[config.mk]
export PLATFORM = sky130hd
export DESIGN_NAME = le_prefix_builder
export DESIGN_NICKNAME = d
export VERILOG_FILES = /design/src/rtl/le_prefix_builder.sv
export SDC_FILE = /design/constraint.sdc
export NUM_CORES = 2
export LEC_CHECK = 0
export ABC_CLOCK_PERIOD_IN_PS = 3200
export CAP_MARGIN = 20
export CORE_MARGIN = 4
export CORE_UTILIZATION = 53
export DETAILED_ROUTE_END_ITERATION = 10
export PLACE_DENSITY_LB_ADDON = 0.12
export SYNTH_ARGS = -nofsm -noshare
export SYNTH_HDL_FRONTEND = slang
export SYNTH_SLANG_ARGS = --single-unit
[constraint.sdc]
create_clock -name clk_i -period 3.2 [get_ports clk_i]
set_clock_uncertainty 0.1 [all_clocks]
set_input_delay 0.64 -clock clk_i [delete_from_list [all_inputs] [get_ports clk_i]]
set_output_delay 0.64 -clock clk_i [all_outputs]
set_load 0.05 [all_outputs]
[src/rtl/le_prefix_builder.sv]
// le_prefix_builder: per-index active-prefix builder with codebook lookup, codeword emit and end-of-image flush
module le_prefix_builder #(
  parameter int CODEBOOK_LENGTH_MAX = 64,
  parameter int ENCODE_DATALENGTH   = 21,
  parameter int NUM_CODES           = 16
) (
  input  logic                           clk_i,
  input  logic                           rst_n_i,
  input  logic                           sym_valid_i,
  output logic                           sym_ready_o,
  input  logic [3:0]                     sym_index_i,
  input  logic [3:0]                     sym_value_i,
  input  logic                           flush_i,
  output logic [3:0]                     cb_index_o,
  output logic [5:0]                     ap_cnt_o,
  output logic [CODEBOOK_LENGTH_MAX-1:0] ap_data_o,
  input  logic                           cb_match_i,
  input  logic [5:0]                     cb_length_i,
  input  logic [ENCODE_DATALENGTH-1:0]   cb_data_i,
  output logic                           cw_valid_o,
  input  logic                           cw_ready_i,
  output logic [5:0]                     cw_length_o,
  output logic [ENCODE_DATALENGTH-1:0]   cw_data_o,
  output logic                           fl_valid_o,
  input  logic                           fl_ready_i,
  output logic [3:0]                     fl_index_o,
  output logic [5:0]                     fl_cnt_o,
  output logic [CODEBOOK_LENGTH_MAX-1:0] fl_data_o,
  output logic                           flush_done_o,
  output logic                           err_overflow_o
);
  typedef enum logic [2:0] {IDLE, LOOKUP, EMIT, FLUSH_SCAN, FLUSH_EMIT} state_t;
  state_t state_q, state_d;
  logic [4:0]                     ap_cnt_q  [NUM_CODES];
  logic [CODEBOOK_LENGTH_MAX-1:0] ap_data_q [NUM_CODES];
  logic [4:0]                     cand_cnt_q;
  logic [CODEBOOK_LENGTH_MAX-1:0] cand_data_q;
  logic [3:0]                     cand_idx_q, scan_idx_q;
  logic                           flush_pend_q, flush_done_q, err_q;
  logic [5:0]                     cw_length_q, fl_cnt_q;
  logic [ENCODE_DATALENGTH-1:0]   cw_data_q;
  logic [3:0]                     fl_index_q;
  logic [CODEBOOK_LENGTH_MAX-1:0] fl_data_q;
  logic accept, lookup, scan_nz, scan_last, fl_hs, wr_en;
  logic [3:0] wr_idx;
  logic [4:0] wr_cnt;
  logic [CODEBOOK_LENGTH_MAX-1:0] wr_data;
  assign accept    = sym_valid_i && sym_ready_o;
  assign lookup    = state_q == LOOKUP;
  assign scan_nz   = ap_cnt_q[scan_idx_q] != 5'd0;
  assign scan_last = scan_idx_q == 4'd15;
  assign fl_hs     = state_q == FLUSH_EMIT && fl_ready_i;
  always_ff @(posedge clk_i or negedge rst_n_i)
    if (!rst_n_i) state_q <= IDLE;
    else state_q <= state_d;
  always_comb begin
    state_d = state_q;
    case (state_q)
      IDLE:       state_d = flush_pend_q ? FLUSH_SCAN : sym_valid_i ? LOOKUP : IDLE;
      LOOKUP:     state_d = cb_match_i ? EMIT : IDLE;
      EMIT:       state_d = cw_ready_i ? IDLE : EMIT;
      FLUSH_SCAN: state_d = scan_nz ? FLUSH_EMIT : scan_last ? IDLE : FLUSH_SCAN;
      FLUSH_EMIT: state_d = !fl_ready_i ? FLUSH_EMIT : scan_last ? IDLE : FLUSH_SCAN;
      default:    state_d = IDLE;
    endcase
  end
  always_comb begin
    sym_ready_o    = state_q == IDLE && !flush_pend_q;
    cw_valid_o     = state_q == EMIT;
    fl_valid_o     = state_q == FLUSH_EMIT;
    ap_cnt_o       = lookup ? {1'b0, cand_cnt_q} : 6'd0;
    ap_data_o      = lookup ? cand_data_q : '0;
    cb_index_o     = lookup ? cand_idx_q : 4'd0;
    cw_length_o    = cw_length_q;
    cw_data_o      = cw_data_q;
    fl_index_o     = fl_index_q;
    fl_cnt_o       = fl_cnt_q;
    fl_data_o      = fl_data_q;
    flush_done_o   = flush_done_q;
    err_overflow_o = err_q;
  end
  // Single prefix write port: LOOKUP writes back or clears the candidate, a flush handshake clears the scanned entry.
  always_comb begin
    wr_en   = lookup || fl_hs;
    wr_idx  = lookup ? cand_idx_q : scan_idx_q;
    wr_cnt  = lookup && !cb_match_i && cand_cnt_q != 5'd16 ? cand_cnt_q : 5'd0;
    wr_data = lookup && !cb_match_i && cand_cnt_q != 5'd16 ? cand_data_q : '0;
  end
  always_ff @(posedge clk_i or negedge rst_n_i)
    if (!rst_n_i) begin
      for (int i = 0; i < NUM_CODES; i++) begin
        ap_cnt_q[i]  <= '0;
        ap_data_q[i] <= '0;
      end
    end else if (wr_en) begin
      ap_cnt_q[wr_idx]  <= wr_cnt;
      ap_data_q[wr_idx] <= wr_data;
    end
  always_ff @(posedge clk_i or negedge rst_n_i)
    if (!rst_n_i) begin
      cand_cnt_q   <= '0;
      cand_data_q  <= '0;
      cand_idx_q   <= '0;
      scan_idx_q   <= '0;
      flush_pend_q <= 1'b0;
      flush_done_q <= 1'b0;
      err_q        <= 1'b0;
      cw_length_q  <= '0;
      cw_data_q    <= '0;
      fl_index_q   <= '0;
      fl_cnt_q     <= '0;
      fl_data_q    <= '0;
    end else begin
      // A pending flush is consumed only when IDLE launches the scan, so requests during a scan queue a rescan.
      flush_pend_q <= flush_i || (flush_pend_q && state_q != IDLE);
      flush_done_q <= (state_q == FLUSH_SCAN && !scan_nz && scan_last) || (fl_hs && scan_last);
      if (accept) begin
        cand_idx_q  <= sym_index_i;
        cand_cnt_q  <= ap_cnt_q[sym_index_i] + 5'd1;
        cand_data_q <= {ap_data_q[sym_index_i][CODEBOOK_LENGTH_MAX-5:0], sym_value_i};
      end
      if (lookup && cb_match_i) begin
        cw_length_q <= cb_length_i;
        cw_data_q   <= cb_data_i;
      end
      if (lookup && !cb_match_i && cand_cnt_q == 5'd16) err_q <= 1'b1;
      if (state_q == IDLE && flush_pend_q) scan_idx_q <= 4'd0;
      else if ((state_q == FLUSH_SCAN && !scan_nz && !scan_last) || (fl_hs && !scan_last))
        scan_idx_q <= scan_idx_q + 4'd1;
      if (state_q == FLUSH_SCAN && scan_nz) begin
        fl_index_q <= scan_idx_q;
        fl_cnt_q   <= {1'b0, ap_cnt_q[scan_idx_q]};
        fl_data_q  <= ap_data_q[scan_idx_q];
      end
    end
endmodule
# Yosys cells after proc, flatten, opt, wreduce, memory -nomap -nowiden
# Index checks and enable logic that the tools add are counted.
[totals]
elab_cells = 123
input_bits = 42
out_inout_bits = 180
regBits = 1287
[op_classes]
eq_ne = 7
add_sub_neg = 2
order_cmp = 4
bitwise = 3
muxes = 34
reduce_logical = 28
[op_table]
columns = ["cell", "n"]
rows = [
  ["$bwmux W1024", 1],
  ["$bmux W64 S4", 2],
  ["$mux W64", 5],
  ["$demux W64 S4", 1],
  ["$mux W60", 2],
  ["$bwmux W80", 1],
  ["$bmux W5 S4", 2],
  ["$mux W5", 7],
  ["$demux W5 S4", 1],
  ["$logic_and A1 B1 Y1", 16],
  ["$mux W4", 4],
  ["$ge A5 B5 Y1 const B", 3],
  ["$not A4 Y5", 3],
  ["$pmux W3 S5", 1],
  ["$mux W2", 4],
  ["$eq A3 B2 Y1 const B", 2],
  ["$mux W3", 2],
  ["$add A5 B1 Y5 const B", 1],
  ["$eq A5 B5 Y1 const B", 1],
  ["$lt A5 B1 Y1 const B", 1],
  ["$ne A5 B5 Y1 const B", 1],
  ["$reduce_bool A5 Y1", 1],
  ["$add A4 B1 Y4 const B", 1],
  ["$eq A4 B4 Y1 const B", 1],
  ["other kinds (8)", 14],
]

# Logic depth before layout (Yosys ltp)
[depth]
ltp_word = 11
ltp_mapped = 12
depth_no_buf = 7

# Worst setup path before layout
# No wires, ideal clock.
[synth_path]
path_type = "input to register"
from = "input sym_index_i[0]"
to = "register cand_cnt_q[1]"
path_slack_ns = 0.256
path_stages = 6
path_buffers = 2
t_arrival_ns = 2.719
path_cell_list = "buf_2 > buf_2 > mux4_2 > mux4_2 > ha_1 > mux2_2"
[synth_via]
elab_chain_len = 5
[synth_lines]
columns = ["element", "line_no", "source"]
rows = [
  ["from (decl)", "11", "input logic [3:0] sym_index_i,"],
  ["$not A4 Y5 (implied by the code)", "119", "cand_cnt_q <= ap_cnt_q[sym_index_i] + 5'd1;"],
  ["$bmux W5 S4", "119", ""],
  ["$mux W5 (implied by the code) (2 in a row)", "119", ""],
  ["$add A5 B1 Y5", "119", ""],
  ["to (signal assigned)", "119", ""],
  ["to (decl)", "36", "logic [4:0] cand_cnt_q;"],
]
# Every way passes these cells. The select of a mux whose other input is x is not followed.
# A chain may end at the register's enable or synchronous reset.

# Worst setup path after layout
[layout_path]
from = "register state_q[1]"
to = "output ap_data_o[4]"
[layout_via]
elab_chain_len = 2
[layout_lines]
columns = ["element", "line_no", "source"]
rows = [
  ["from (decl)", "33", "state_t state_q, state_d;"],
  ["from (signal assigned)", "55", "else state_q <= state_d;"],
  ["$eq A3 B1 Y1", "49", "assign lookup = state_q == LOOKUP;"],
  ["$mux W64", "72", "ap_data_o = lookup ? cand_data_q : '0;"],
  ["to (decl)", "16", "output logic [CODEBOOK_LENGTH_MAX-1:0] ap_data_o,"],
]
# Every way passes these cells.

==> out/qor.txt <==
CP max-delay cell: dfrtp_1
All-Layer GR Usage: 29.86%
Sequential Power Share: 40.0%
# IOs: 222
Initial DRT Pass Iterations: 6
Final critical-path share of the clock period: 98.90%
Clock sink total: 1,287
DPL Wire Length: 108.1 mm
XOR/XNOR share of the synthesized area: 0.04172%
Register area share after synthesis: 51.14%
Die X: 352.7 um
Max stage delay on crit path: 0.48 ns
Most common cell after layout, fill and taps aside: dfrtp_1
Fill count: 9,239
Fmax: 316.0 MHz
Via density: 6.225
Clock transition at the registers of the reported paths: 0.06 ns
Total number of vias: 42.95k
Final Hold Viols: 0
Post-Synthesis Cell Area: 62,980 um2
Mapped Cells: 5,182
Antenna Cells: 0
Tot Pwr: 0.04264 W
Post-synth EDFFs: 0
Root Buffer: clkbuf_16
Internal power: 0.03030 W
Final GP Congestion: 0.7975
Sequential Area: 32,220 um2
Final Net Count: 5,296
CP startpoint kind: flop
TritonCTS Buffers: 142
DRT antenna net count: 0
GRT overflow: 0
Layout area overhead: 16.03%
Pin count of the biggest net entering global routing: 139
WL per Instance: 26.44 um
Unique cell type count in the Yosys netlist: 56
Final WL: 182.4 mm
CP Capture Type: output port
Maximum VDD drop: 0.0005504 V
Arr. time, crit path: 2.42 ns
Post-synth top area share: 51.14%
Asr flop ratio synth: 100.0%
Hold Path Class: in2reg
Combinational power share: 19.5%
Commonest cells after routing, fill and taps aside: dfrtp_1, nand2_1, o21ai_0
Most common cell on crit path: buf_4
Post-Synth Simple-Gate Area: 8.593%
Syn Area/Cell: 12.15 um2
Core area: 118,100 um2
WS Path Type: reg2out
Clk Latency, worst-skew pair: 0.75 ns
Final Setup Violations: 0
CP Data Required Time: 2.46 ns
Dominant cell type by area after synthesis: dfrtp_1
Core Rows: 126
Largest cells by area after synthesis: dfrtp_1, mux4_2, o21ai_0
Chip height: 352.7 um
Largest family of logic cells by synthesized area: multiplexers
CTS tree: yes
H-tree depth: 4
Worst-path fanout max: 18
Psw: 0.01234 W
Multi-input gate area: 28,570 um2
Post-synthesis adder-cell area fraction: 0.03974%
Mux cell area share after synthesis: 26.82%
Outcome: complete, no violations
Synth Flop Type: dfrtp_1
Initial Util: 53.33%
Fin util: 61.88%
PortBufs: 219
PwrDens: 583.6 nW/um2
Longest Clk Path Bufs: 3
Yosys warning count: 0
1st-iter DRT viols: 3,626
#FFs+latches synth: 1,287
Switching Share: 28.95%
Slew Viols, Final: 0
Leak Pwr: 30.90 nW
Complex-gate fraction of the synthesized area: 9.588%
Max_slew headroom: 25.33%
Vias in the first global route: 44.23k
Max Cap Viol: 0
Share of cells above drive strength 1: 24.45%
Worst slew pin tran: 1.120 ns
DRC Markers: 0
First-pass GRT wire length: 283.2 mm
Clock group share of total power: 40.5%
Crit-path cells: nor3b_4 > buf_4 > buf_12 > and2_1 > buf_4
Initial antenna violation count: 3
Min Tclk post-route: 3.165 ns
DIE AREA: 124,400 um2
-- synth_stat cells, types with 2 or more instances --
cell       count
dfrtp_1     1287
nand2_1     1213
o21ai_0     1134
mux4_2       613
clkbuf_1     379
mux2_2        77
and2_1        74
mux2_4        68
buf_2         59
mux2i_1       54
buf_6         29
nor2_1        29
a21oi_1       25
mux4_1        25
buf_1         22
inv_1         10
buf_12         9
nand3_1        8
nor3_1         5
a22o_1         4
nand2b_1       4
nor2b_1        4
o22ai_1        4
nand3b_1       3
a21o_1         2
a221oi_1       2
a22oi_1        2
a2bb2oi_2      2
buf_4          2
ha_1           2
nor2_2         2
nor3b_1        2
o21ai_1        2
o221ai_1       2
xor2_1         2
-- cells by family (layout without fill, tap and decap cells) --
logic type,count (synthesis),in the layout
AND/OR/NAND/NOR,1355,1356
flip-flops,1287,1287
AO/OA/AOI/OAI,1186,1186
multiplexers,837,837
buffers and inverters,511,690
XOR/XNOR,3,3
adder cells (fa/ha/maj),2,2
other,1,2
-- power groups by stage --
stage	registers [W]	clock network (W)	logic [W]
floorplan	0.0180	0	0.00454
global placement	0.0174	0	0.00798
detailed placement	0.0174	0	0.00802
CTS	0.0171	0.0175	0.00813
global route	0.0171	0.0182	0.00876
finish	0.0171	0.0173	0.00832
-- final timing paths --
kind                       cells past startpoint  slack (ns)            from              end
hold / removal                                 2        0.33  sym_index_i[0]    cand_idx_q[0]
min in group asynchronous                      2        0.42         rst_n_i  ap_data_q[1022]
setup / recovery                               5        0.04      state_q[1]     ap_data_o[4]
max in group asynchronous                      3        1.54         rst_n_i   ap_data_q[219]
hold reg to reg                                1        0.37  err_overflow_o   err_overflow_o
setup reg to reg                               9        0.18   scan_idx_q[0]    fl_data_o[24]
-- sequential cells by signal (all words and copies together), names as in the netlist --
signal / flops
fl_data_o: 64
fl_index_o: 4
scan_idx_q: 4
cand_cnt_q: 5
ap_cnt_q: 80
fl_cnt_o: 5
ap_data_q: 1024
flush_done_o: 1
cand_idx_q: 4
err_overflow_o: 1
cw_length_o: 6
flush_pend_q: 1
cw_data_o: 21
cand_data_q: 64
state_q: 3
-- stage by stage --
step	setup WS, ns	area, um2	hold slack [ns]	std cells	TNS, ns
6_report	0.03510	73070	0.3312	6899	0
5_1_grt	-0.01484	73070	0.3413	6899	-0.1076
4_1_cts	0.006389	72950	0.3074	6892	0
3_5_place_dp	-0.06328	67920	0.3585	6634	-1.633
3_3_place_gp	-0.01816	67920	0.3539	6634	-0.2387
2_1_floorplan	0.2560	62980	0.2444	5183	0
-- what timing repair did --
item	in CTS	in global routing
gates cloned	1	2
resized for setup	34	3
hold buffers	1	0
buffers inserted	1	5
endpoints found under the setup margin	94	71
pin swaps	1	1
endpoints found under the hold margin	47	0
-- final cells by class --
| cell class | count | area share (%) |
|---|---|---|
| multi-input combinational | 3386 | 39.10 |
| inverter | 10 | 0.05137 |
| timing repair buffer | 425 | 7.327 |
| tap | 1536 | 2.630 |
| sequential | 1287 | 44.10 |
| clock buffer | 216 | 6.026 |
| clock inverter | 39 | 0.7688 |
-- critical path: cells and delay by family (launching register included) --
| kind | cells | cell delay (ns) |
|---|---|---|
| flops | 1 | 0.48 |
| simple gates | 2 | 0.55 |
| buf+inv | 3 | 0.62 |
-- routing by layer --
metal / global-route usage (%) / part of all wire (%)
met2: 48.98 / 49
met5: 0 / 0
met3: 4.044 / 5.7
met1: 42.32 / 42
met4: 8.789 / 3.0
Power figures use the tool's default switching activity.
